<file path="src/rtl/sweep_controller_if.sv">
// Handshake bundle between the Bellman-Ford phase counter and the sweep controller.
interface sweep_controller_if #(
  parameter int IDX_W = 5
);
  logic             start;
  logic             rollover_phase_counter;
  logic             finish;
  logic             update_valid;
  logic             iteration_done;
  logic [IDX_W-1:0] node_index;
  logic [5:0]       sweep_updates;
  logic             busy;
  logic             converged;
  logic             neg_cycle;
  logic             done;

  modport slave (
    input  start, rollover_phase_counter, finish, update_valid,
    output iteration_done, node_index, sweep_updates, busy, converged, neg_cycle, done
  );

  modport master (
    output start, rollover_phase_counter, finish, update_valid,
    input  iteration_done, node_index, sweep_updates, busy, converged, neg_cycle, done
  );
endinterface

</file>
<file path="src/rtl/sweep_controller.sv">
// Steps node_index through each Bellman-Ford sweep and decides convergence / negative cycle at each wrap.
// iteration_done is registered (one edge after the wrap); busy/done decode straight from state.
module sweep_controller #(
  parameter int NODES = 32,
  parameter int IDX_W = 5
) (
  input  logic               clk,
  input  logic               rst_global,
  sweep_controller_if.slave  bus
);

  localparam logic [1:0] IDLE = 2'd0;
  localparam logic [1:0] RUN  = 2'd1;
  localparam logic [1:0] DONE = 2'd2;

  localparam logic [IDX_W-1:0] LAST_NODE = IDX_W'(NODES - 1);

  logic [1:0]       state;
  logic             dirty;
  logic [5:0]       run_cnt;
  logic [IDX_W-1:0] node_q;
  logic [5:0]       sweep_q;
  logic             iter_q;
  logic             conv_q;
  logic             neg_q;

  logic             wrap;
  logic             eff_dirty;
  logic [5:0]       cnt_next;

  // An update landing in the wrap cycle still belongs to the sweep being closed.
  always_comb begin
    cnt_next = run_cnt;
    if (bus.update_valid && (run_cnt != 6'd63))
      cnt_next = run_cnt + 6'd1;
    wrap      = (state == RUN) && bus.rollover_phase_counter && (node_q == LAST_NODE);
    eff_dirty = dirty | bus.update_valid;
  end

  always_ff @(posedge clk or posedge rst_global) begin
    if (rst_global) begin
      state   <= IDLE;
      dirty   <= 1'b0;
      run_cnt <= 6'd0;
      node_q  <= '0;
      sweep_q <= 6'd0;
      iter_q  <= 1'b0;
      conv_q  <= 1'b0;
      neg_q   <= 1'b0;
    end else begin
      iter_q <= 1'b0;
      case (state)
        IDLE, DONE: begin
          if (bus.start) begin
            state   <= RUN;
            node_q  <= '0;
            dirty   <= 1'b0;
            run_cnt <= 6'd0;
            conv_q  <= 1'b0;
            neg_q   <= 1'b0;
          end
        end
        RUN: begin
          if (wrap) begin
            node_q  <= '0;
            iter_q  <= 1'b1;
            sweep_q <= cnt_next;
            run_cnt <= 6'd0;
            dirty   <= 1'b0;
            if (!eff_dirty) begin
              conv_q <= 1'b1;
              state  <= DONE;
            end else if (bus.finish) begin
              neg_q <= 1'b1;
              state <= DONE;
            end
          end else begin
            if (bus.rollover_phase_counter)
              node_q <= node_q + 1'b1;
            if (bus.update_valid) begin
              dirty   <= 1'b1;
              run_cnt <= cnt_next;
            end
          end
        end
        default: state <= IDLE;
      endcase
    end
  end

  assign bus.iteration_done = iter_q;
  assign bus.node_index     = node_q;
  assign bus.sweep_updates  = sweep_q;
  assign bus.converged      = conv_q;
  assign bus.neg_cycle      = neg_q;
  assign bus.busy           = (state == RUN);
  assign bus.done           = (state == DONE);

endmodule

</file>
<file path="src/flat_wrapper.sv">
// flat-port wrapper written by rule: the top's interface ports become plain ports
module sweep_controller_flat 
#(
  parameter int NODES = 32,
  parameter int IDX_W = 5
)
  (clk, rst_global, bus_start, bus_rollover_phase_counter, bus_finish, bus_update_valid, bus_iteration_done, bus_node_index, bus_sweep_updates, bus_busy, bus_converged, bus_neg_cycle, bus_done);
  sweep_controller_if #(.IDX_W(IDX_W)) bus_i ();
  input  logic clk;
  input  logic rst_global;
  input wire logic [$bits(bus_i.start)-1:0] bus_start;
  input wire logic [$bits(bus_i.rollover_phase_counter)-1:0] bus_rollover_phase_counter;
  input wire logic [$bits(bus_i.finish)-1:0] bus_finish;
  input wire logic [$bits(bus_i.update_valid)-1:0] bus_update_valid;
  output wire logic [$bits(bus_i.iteration_done)-1:0] bus_iteration_done;
  output wire logic [$bits(bus_i.node_index)-1:0] bus_node_index;
  output wire logic [$bits(bus_i.sweep_updates)-1:0] bus_sweep_updates;
  output wire logic [$bits(bus_i.busy)-1:0] bus_busy;
  output wire logic [$bits(bus_i.converged)-1:0] bus_converged;
  output wire logic [$bits(bus_i.neg_cycle)-1:0] bus_neg_cycle;
  output wire logic [$bits(bus_i.done)-1:0] bus_done;
  assign bus_i.start = bus_start;
  assign bus_i.rollover_phase_counter = bus_rollover_phase_counter;
  assign bus_i.finish = bus_finish;
  assign bus_i.update_valid = bus_update_valid;
  assign bus_iteration_done = bus_i.iteration_done;
  assign bus_node_index = bus_i.node_index;
  assign bus_sweep_updates = bus_i.sweep_updates;
  assign bus_busy = bus_i.busy;
  assign bus_converged = bus_i.converged;
  assign bus_neg_cycle = bus_i.neg_cycle;
  assign bus_done = bus_i.done;
  sweep_controller #(.NODES(NODES), .IDX_W(IDX_W)) u_core (.clk(clk), .rst_global(rst_global), .bus(bus_i));
endmodule
</file>
<file path="config.mk">
export PLATFORM = sky130hd
export DESIGN_NAME = sweep_controller_flat
export DESIGN_NICKNAME = d
export VERILOG_FILES = /design/src/rtl/sweep_controller_if.sv /design/src/rtl/sweep_controller.sv /design/src/flat_wrapper.sv
export SDC_FILE = /design/constraint.sdc
export NUM_CORES = 1
export LEC_CHECK = 0
export ABC_AREA = 1
export ABC_CLOCK_PERIOD_IN_PS = 3500
export BUFFER_PORTS_ARGS = -buffer_cell sky130_fd_sc_hd__buf_2
export CELL_PAD_IN_SITES_DETAIL_PLACEMENT = 0
export CELL_PAD_IN_SITES_GLOBAL_PLACEMENT = 1
export CORE_ASPECT_RATIO = 1.25
export CORE_MARGIN = 2
export CORE_UTILIZATION = 43
export CTS_CLUSTER_DIAMETER = 40
export DETAILED_ROUTE_END_ITERATION = 8
export PLACE_DENSITY_LB_ADDON = 0.1
export SLEW_MARGIN = 20
export SYNTH_ARGS = -nofsm -noshare
export SYNTH_HDL_FRONTEND = slang
export SYNTH_SLANG_ARGS = --single-unit
</file>
<file path="constraint.sdc">
create_clock -name clk -period 3.5 [get_ports clk]
set_input_delay 0.525 -clock clk [delete_from_list [all_inputs] [get_ports clk]]
set_output_delay 0.525 -clock clk [all_outputs]
set_load 0.02 [all_outputs]
</file>
Word-level counts from Yosys, hierarchy flattened:

Cells that the tools add are included.

* add/sub/neg operators: 2
* equal/unequal tests: 12
* mux-type cells: 27
* bitwise logic cells: 1
* reduce and logical (&&, ||, !) cells: 12

Operators with widths (count)
* 6-bit two-way mux: 4
* 5-bit two-way mux: 3
* 6-bit case mux with 2 select lines: 1
* 1-bit two-way mux: 10
* 5-bit case mux with 2 select lines: 1
* 3-bit AND reduction: 3
* 2-bit two-way mux: 4
* 6-bit by 1-bit adder with 6-bit output, second input constant: 1
* 2-bit != test, second input constant: 3
* 3-bit by 2-bit != test with 1-bit output, second input constant: 2
* 6-bit != test, second input constant: 1
* 1-bit case mux with 2 select lines: 3
* 5-bit by 1-bit adder with 5-bit output, second input constant: 1
* 5-bit equality test, second input constant: 1
* 5-bit AND reduction: 1
* 2-bit by 1-bit != test with 1-bit output, second input constant: 2
* 2-bit case mux with 2 select lines: 1
* 4-bit AND reduction: 1
* 1-bit logical AND: 3
* 3-bit != test, second input constant: 1
* 2-bit by 1-bit equality test with 1-bit output, second input constant: 1
* 2-bit equality test, second input constant: 1
* 2-bit zero test: 1
* 2-bit AND reduction: 1
* 3 further kinds: 3

* register bits after elaboration: 23
* bits of input ports: 6
* output and inout bits: 16

Logic depth before layout (Yosys ltp):

Gate-level depths: netlist (run 1).

* depth after elaboration: 6
* mapped depth: 10

Worst setup path before layout (run 1):

No wires, ideal clock.

* kind: reg2reg
* start point: register u_core.node_q[0], in the netlist u_core.bus.node_index[0]
* end point: register u_core.run_cnt[2]
* arrival time: 1.550 ns
* required time: 3.435 ns
* path slack: 1.885 ns
* cell stages (with the launch flop): 10
* path buffers: 0
* period minus slack after synthesis: 1.615 ns
* cell sequence: dfrtp_1 > ha_1 > nand2_1 > nor2_1 > ha_1 > nand3_4 > nand2_4 > o21ai_4 > nand2_1 > nand2_1

* word-level cells in the longest chain between the ends: 4

Ends and longest elaborated chain
* start, declared: line sweep_controller.sv:21 `logic [IDX_W-1:0] node_q;`
* start signal, assigned: line sweep_controller.sv:79 `node_q <= node_q + 1'b1;`
* 5-bit equality test (*): line sweep_controller.sv:36 `wrap = (state == RUN) && bus.rollover_phase_counter && (node_q == LAST_NODE);`
* 1-bit logical AND (*): line sweep_controller.sv:36
* 3-bit by 2-bit != test with 1-bit output (no source line) or 6-bit two-way mux (tied branches)
* 3-bit AND reduction (no source line) or 6-bit case mux with 2 select lines (tied branches)
* end signal, assigned: line sweep_controller.sv:82 `run_cnt <= cnt_next;`
* end, declared: line sweep_controller.sv:20 `logic [5:0] run_cnt;`

Mark *: on every way between the ends. The rest lies on a longest branch, timed or not.
A chain may end at the register's enable or synchronous reset.

Worst setup path after layout (run 1):

* start point: register u_core.state[0]
* end point: output bus_busy

* word-level cells in the longest chain between the ends: 1

Ends and longest elaborated chain
* start, declared: line sweep_controller.sv:18 `logic [1:0] state;`
* start signal, assigned: line sweep_controller.sv:42 `state <= IDLE;`
* start signal, assigned: line sweep_controller.sv:55 `state <= RUN;`
* start signal, assigned: line sweep_controller.sv:72 `state <= DONE;`
* 2-bit by 1-bit equality test with 1-bit output: line sweep_controller.sv:96 `assign bus.busy = (state == RUN);`
* end, declared: line flat_wrapper.sv:18 `output wire logic [$bits(bus_i.busy)-1:0] bus_busy;`

Every way passes these cells.

==> summary.txt, run 1 <==
Detailed routing
  • DRC viols: 0
  • Post-detailed-route wirelength per cell: around 12 um
  • Final ANT Viol Nets: 0
  • WL final: approximately 2500 um
  • DRT Pass-1 Iters: 4
  • Total number of vias: about 1000
  • Via density: 4.64
  • Detailed Route Iter0 Violations: 9

Clocking
  • CTS max path bufs: 2
  • CTS tree: yes
  • CTS H-tree lvls: 1
  • CTS Sinks: 23
  • Insertion delay to the later sink of the worst-skew pair: roughly 0.31 ns
  • Clk slew on worst S/H paths: approximately 0.13 ns
  • Inserted Clock Buffers: 3
  • CTS Hold Bufs: 0
  • Setup Buffers After CTS: 0
  • Gates resized, CTS repair: 0
  • Root Driver: clkbuf_4

Status
  • Status: complete, no violations

STA
  • Final setup fails: 0
  • RSZ-0062 raised after global routing: false
  • Setup_tns: 0 ns
  • Period minus WS final: ~1.7 ns
  • Slew Viols, Final: 0
  • Clk_skew: a little under 0.004 ns
  • Final period utilization: 0.494
  • Worst Tran Pin Value: about 0.91 ns
  • Hold Vio Cnt, Final: 0
  • Rel. slew slack: 0.393
  • F_max: 578 MHz
  • Setup slack after layout: between 1.5 and 2 ns

GRT
  • Vias in the first global route: around 1100
  • Initial antenna violation count: 0
  • Total gr overflow: 0
  • Gr usage total: 0.178
  • First-pass GRT wire length: 4530 um
  • Largest net degree at the start of global routing: 24

Setup path
  • RR Endpoint: u_core.run_cnt[4]
  • Max FO, Critical Path: 5
  • Worst Setup EP: bus_busy
  • Critical path data required time: 2.97 ns
  • Worst R2R Path Depth: 9
  • R2R Path Start: u_core.bus.node_index[0]
  • Critical Path Start Type: flop
  • Reg2reg setup slack: ~1.8 ns
  • Crit. End Element: output pin
  • CP startpoint: u_core.state[0]
  • Critical path class: flop to output pin
  • CP arrival: around 1.2 ns

Floorplan
  • Core Area: between 2000 and 3000 um2
  • Row Count: 21
  • Die area: around 3400 um2
  • Die width: 52.2 um
  • Initial Util: 0.457
  • Top Ports: 22
  • Die Y: 64.2 um

Logic synthesis
  • Synth area leaders: dfrtp_1, nand2_1, inv_1, nand3_1, nor2_8
  • Area share of xor/xnor cells in the synthesized design: 0.0211
  • Synth Area in Adders: 0.0301
  • Asr flop ratio synth: 1.00
  • Cell count after synthesis: roughly 160
  • #FFs+latches synth: 23
  • Synth cell types: 23
  • Compound-Gate Fraction of Synth Area: 0.0572
  • Post-Synth Simple-Gate Area: 0.368
  • Ys Warns: 0
  • Multiplexer area fraction after synthesis: 0
  • Post-synth EDFFs: 0
  • Yosys top cell area share: 0.461
  • Top FF cell, synth: dfrtp_1
  • Syn avg cell area: between 8 and 9 um2
  • Mapped cell area: about 1200 um2
  • Seq/Total Area, Yosys: 0.461
  • Syn nets: approximately 160
  • Largest family of logic cells by synthesized area: simple AND/OR/NAND/NOR gates
  • Post-synth top area cell: dfrtp_1

Flow run
  • # Max-Cap Violations: 0

Worst hold path
  • Worst Hold Class: primary input to async pin

Finish
  • Share of layout cells above drive strength 1: 0.222
  • Antenna diodes: 0
  • Commonest non-fill, non-tap cell in the layout: nand2_1
  • Nets: 190
  • Commonest non-fill, non-tap cells in the layout: nand2_1, dfrtp_1, buf_2, inv_1, nor2_1
  • Area Overhead vs Synth: 14.0%

Pwr
  • Leak pwr: around 0.83 nW
  • Total power: between 700 and 800 uW
  • VDD IR max: between 0.2 and 0.3 mV
  • PD cells: ~550 nW/um2

Placement
  • RD Place Congestion: 0.747
  • DP Worst Slack: about 1.8 ns
  • Port buffer count: 21
  • Post-DP HPWL: roughly 1900 um
critical path: stages (launching register included):
cell     delay, ns
dfrtp_1       0.45
inv_2         0.09
nor2_8        0.16
buf_2         0.19
cell type report:
class                      instances  area (um2)
tap                               34        42.5
fill                             294        1310
multi-input combinational        112         594
timing repair buffer              21         105
clock inverter                     1        5.00
inverter                          20        77.6
clock buffer                       3        22.5
sequential                        23         576
routing by layer:
layer  vias to the layer above  part of all wire  track usage
met5                         -                 0            0
met4                         0            0.0093       0.0705
met3                         2             0.024       0.0257
met2                        11              0.51        0.305
met1                       450              0.46        0.219
li1                        530                 -            -
state kept, by name, summed over array words and instances (netlist names):
signal and count:
u_core.dirty 1, u_core.run_cnt 6, u_core.bus.sweep_updates 6, u_core.state 2
u_core.bus.iteration_done 1, u_core.bus.node_index 5, u_core.bus.neg_cycle 1, u_core.bus.converged 1
report_power, final:
group / internal, mW / total (mW) / switching, mW
Sequential: 0.301 / 0.344 / 0.0432
Combinational: 0.101 / 0.316 / 0.215
Clock: 0.0427 / 0.124 / 0.0817
cells in the mapped netlist, types with 2 or more instances:
| library cell | count |
|---|---|
| nor2_8 | 2 |
| inv_1 | 18 |
| xnor2_1 | 2 |
| a21oi_1 | 3 |
| ha_1 | 3 |
| nand4_1 | 2 |
| dfrtp_1 | 23 |
| nand2_1 | 63 |
| nor2_1 | 10 |
| nand2_4 | 3 |
| nand2_2 | 3 |
| nand3_1 | 9 |
| o21ai_0 | 4 |
through the flow:
stage	std cells	utilization	instance area (um2)	hold slack [ns]
detailed placement	210	0.511	1400	0.459
floorplan	155	-	1250	0.434
finish	214	0.521	1420	0.390
CTS	214	0.521	1420	0.406
global placement	210	0.511	1400	0.453
global route	214	0.521	1420	0.446
kinds of logic after synthesis:
| group | count (synthesis) |
|---|---|
| buf+inv | 20 |
| fa+ha+maj | 3 |
| xor+xnor | 3 |
| simple gates | 95 |
| flops | 23 |
| compound gates | 11 |
worst min path at each step:
stage | startpoint | endpoint | slack (ns)
CTS | rst_global | u_core.bus.node_index[3] | 0.41
global placement | u_core.dirty | u_core.dirty | 0.45
detailed placement | u_core.dirty | u_core.dirty | 0.46
finish | rst_global | u_core.bus.node_index[1] | 0.39
global route | rst_global | u_core.bus.node_index[3] | 0.45
floorplan | u_core.dirty | u_core.dirty | 0.43
Power figures use the tool's default switching activity.
==> run 2, diff against run 1 <==
--- a/config.mk
+++ b/config.mk
@@ -5,14 +5,14 @@
 export SDC_FILE = /design/constraint.sdc
 export NUM_CORES = 1
 export LEC_CHECK = 0
-export ABC_AREA = 1
-export ABC_CLOCK_PERIOD_IN_PS = 3500
+export ABC_AREA = 0
+export ABC_CLOCK_PERIOD_IN_PS = 1500
 export BUFFER_PORTS_ARGS = -buffer_cell sky130_fd_sc_hd__buf_2
 export CELL_PAD_IN_SITES_DETAIL_PLACEMENT = 0
 export CELL_PAD_IN_SITES_GLOBAL_PLACEMENT = 1
 export CORE_ASPECT_RATIO = 1.25
 export CORE_MARGIN = 2
-export CORE_UTILIZATION = 43
+export CORE_UTILIZATION = 36
 export CTS_CLUSTER_DIAMETER = 40
 export DETAILED_ROUTE_END_ITERATION = 8
 export PLACE_DENSITY_LB_ADDON = 0.1
==> constraint.sdc (replaced) <==
create_clock -name clk -period 1.5 [get_ports clk]
set_input_delay 0.225 -clock clk [delete_from_list [all_inputs] [get_ports clk]]
set_output_delay 0.225 -clock clk [all_outputs]
set_load 0.02 [all_outputs]
==> run 2 against run 1 <==
The flow now finishes with violations (hold timing, setup timing). Cell count is 5.1% lower. Worst setup slack worse by 1.9 ns. Sequential power is 140% higher. Routed wire length is 23% higher. Total power grew to 2.8 times the previous value. Flip-flop and latch count stayed put. Register-to-register slack worse by 1.9 ns. Via count is 7.5% higher. Count of clock-buffer cells in the layout is 1 higher. Critical path type is now flop to flop.
==> summary.txt, run 2 <==
Logic synthesis
  • Ys Warns: 0
  • Top FF cell, synth: dfrtp_1
  • Cell with the most instances after synthesis: dfrtp_1
  • Post-synth top area cell: dfrtp_1
  • Post-synth EDFFs: 0
  • Synth area leaders: dfrtp_1, nand2_1, a21oi_1, o21ai_0, ha_1
  • Cell count after synthesis: 126
  • #FFs+latches synth: 23
  • Synth cell types: 36
  • Multiplexer area fraction after synthesis: 0.0171
  • Syn avg cell area: between 9 and 10 um2
  • Area share of xor/xnor cells in the synthesized design: 0.0150
  • Synth cell count leaders: dfrtp_1, nand2_1, a21oi_1, o21ai_0, nor2_1
  • Syn nets: roughly 140
  • Yosys top cell area share: 0.491
  • Mapped cell area: approximately 1200 um2
  • Post-Synth Simple-Gate Area: 0.204
  • Asr flop ratio synth: 1.00
  • Synth Area in Adders: 0.0321
  • Compound-Gate Fraction of Synth Area: 0.202
  • Seq/Total Area, Yosys: 0.491
  • Largest family of logic cells by synthesized area: simple AND/OR/NAND/NOR gates

STA
  • Worst Tran Pin Value: approximately 0.36 ns
  • Hold Vio Cnt, Final: 20
  • Setup slack after layout: -0.116 ns
  • Slew Viols, Final: 0
  • Period minus WS final: about 1.6 ns
  • Rel. slew slack: 0.759
  • RSZ-0062 raised after global routing: true
  • Final setup fails: 10
  • F_max: approximately 620 MHz
  • Final period utilization: 1.08
  • Hold_ws: -0.00831 ns
  • Clk_skew: between 0.007 and 0.008 ns

Floorplan
  • Top Ports: 22
  • Core Area: approximately 3200 um2
  • Initial Util: 0.370
  • Die area: 3730 um2
  • Die width: between 50 and 60 um
  • Die Y: about 68 um
  • Row Count: 23

Pwr
  • Sw Ratio: 0.388
  • Leak pwr: around 0.8 nW
  • Net switching power: 859 uW
  • Reg power frac: 0.378
  • Internal power: ~1.4 mW
  • Clock share of power: 0.176
  • PD cells: roughly 1300 nW/um2
  • VDD IR max: ~0.8 mV
  • Logic gate share of total power: 0.446

Worst hold path
  • Worst Hold Class: primary input to async pin

Finish
  • Share of layout cells above drive strength 1: 0.488
  • Post-layout util: 0.531
  • Commonest non-fill, non-tap cells in the layout: buf_2, dfrtp_1, buf_4, nand2_1
  • Antenna diodes: 0
  • Area Overhead vs Synth: 43.5%
  • Final std cells w/o fill: 203
  • Post-route cell area: 1680 um2
  • Nets: 176

Clocking
  • Root Driver: clkbuf_8
  • CTS H-tree lvls: 1
  • Insertion delay to the later sink of the worst-skew pair: 0.27 ns
  • CTS tree: yes
  • Clk slew on worst S/H paths: 0.08 ns
  • Inserted Clock Buffers: 3
  • CTS Hold Bufs: 0
  • CTS max path bufs: 2
  • CTS Sinks: 23

GRT
  • Total gr overflow: 0
  • Vias in the first global route: between 1000 and 1500
  • First-pass GRT wire length: between 4000 and 5000 um
  • Largest net degree at the start of global routing: 24
  • Met1 usage: 0.232
  • GR Util met3: 0.0199
  • Gr usage total: 0.182
  • Grt met2 use: 0.299
  • Initial antenna violation count: 0
  • GRT busiest layer: met2

Flow run
  • # Max-Cap Violations: 0

Placement
  • DP Worst Slack: -0.101 ns
  • Post-DP HPWL: approximately 2200 um
  • DP Cell Count: 197
  • RD Place Congestion: 0.728
  • DP Area: 1500 um2
  • Port buffer count: 21

Setup path
  • Crit. End Element: flop
  • Max FO, Critical Path: 5
  • Critical Path Start Type: flop
  • Critical path class: flop to flop
  • CP arrival: 1.80 ns
  • Critical path data required time: roughly 1.7 ns

Detailed routing
  • Total number of vias: 1067
  • Via density: between 5 and 6
  • Detailed Route Iter0 Violations: 19
  • Final ANT Viol Nets: 0
  • DRT Pass-1 Iters: 4
  • DRC viols: 0
  • WL final: approximately 3000 um
  • Post-detailed-route wirelength per cell: ~15 um

Status
  • Failing checks: hold timing, setup timing
  • Status: complete, but fails checks
run 2: changes by cell type after synthesis, moves of 6 or more:
| cell | previous run | this run |
|---|---|---|
| nand2_1 | 63 | 15 |
| o21ai_0 | 4 | 11 |
| nand2b_1 | 0 | 6 |
| inv_1 | 18 | 4 |
| a21oi_1 | 3 | 11 |
| nand3_1 | 9 | 3 |
run 2: worst paths after layout:
path	start	endpoint	slack [ns]	cells after the start
setup / recovery	u_core.bus.node_index[1]	u_core.run_cnt[0]	-0.12	8
max in group asynchronous	rst_global	u_core.bus.node_index[0]	1.26	3
hold / removal	rst_global	u_core.run_cnt[2]	-0.008	3
hold reg to reg	u_core.bus.sweep_updates[2]	u_core.bus.sweep_updates[2]	0.48	1
min in group clk	bus_start	u_core.state[1]	0.25	3
setup reg to reg	u_core.bus.node_index[1]	u_core.run_cnt[0]	-0.12	8
run 2: cell type report:
| cell class | instances | area (um2) |
|---|---|---|
| inverters | 6 | 22.5 |
| fillers | 297 | 1490 |
| flip-flops and latches | 23 | 578 |
| clock buffers | 4 | 45.0 |
| multi-input cells | 93 | 718 |
| repair buffers | 40 | 270 |
| well taps | 37 | 46.3 |
run 2: power groups by stage:
stage               clock (mW)  sequential [mW]  combinational (mW)
floorplan                    0            0.884               0.502
global placement             0            0.844               0.845
detailed placement           0            0.848               0.863
CTS                      0.401            0.837               0.936
global route             0.426            0.858                1.10
finish                   0.390            0.837               0.986
run 2: layer usage:
| metal | vias up | wire length, um |
|---|---|---|
| met4 | 0 | 89 |
| met1 | 515 | 1260 |
| met5 | - | 0 |
| met3 | 7 | 53 |
| li1 | 529 | - |
| met2 | 16 | 1620 |
run 2: worst max-delay path, stage by stage (launching register included):
cell,delay [ns]
dfrtp_2,0.43
ha_4,0.16
and3_4,0.18
ha_4,0.18
nand2_2,0.07
and3_4,0.19
buf_6,0.13
nand2b_4,0.05
a31oi_1,0.15
run 2: stage by stage:
step                hold WS (ns)  total power, mW  TNS, ns
floorplan                  0.227             1.39   -0.654
CTS                      0.00297             2.17   -0.470
global placement           0.284             1.69   -0.413
finish                  -0.00831             2.21   -0.681
global route              0.0225             2.39    -1.61
detailed placement         0.292             1.71   -0.660
run 2: cell families after synthesis:
| group | count (synthesis) |
|---|---|
| AO/OA/AOI/OAI | 39 |
| XOR/XNOR | 2 |
| adder cells (fa/ha/maj) | 3 |
| buffers and inverters | 10 |
| flip-flops | 23 |
| multiplexers | 2 |
| AND/OR/NAND/NOR | 47 |
run 2: repair_timing:
action | 4_1_cts | 5_1_grt
resized for setup | 10 | 26
setup endpoints to repair | 12 | 21
pin swaps | 1 | 8
setup buffers | 1 | 2
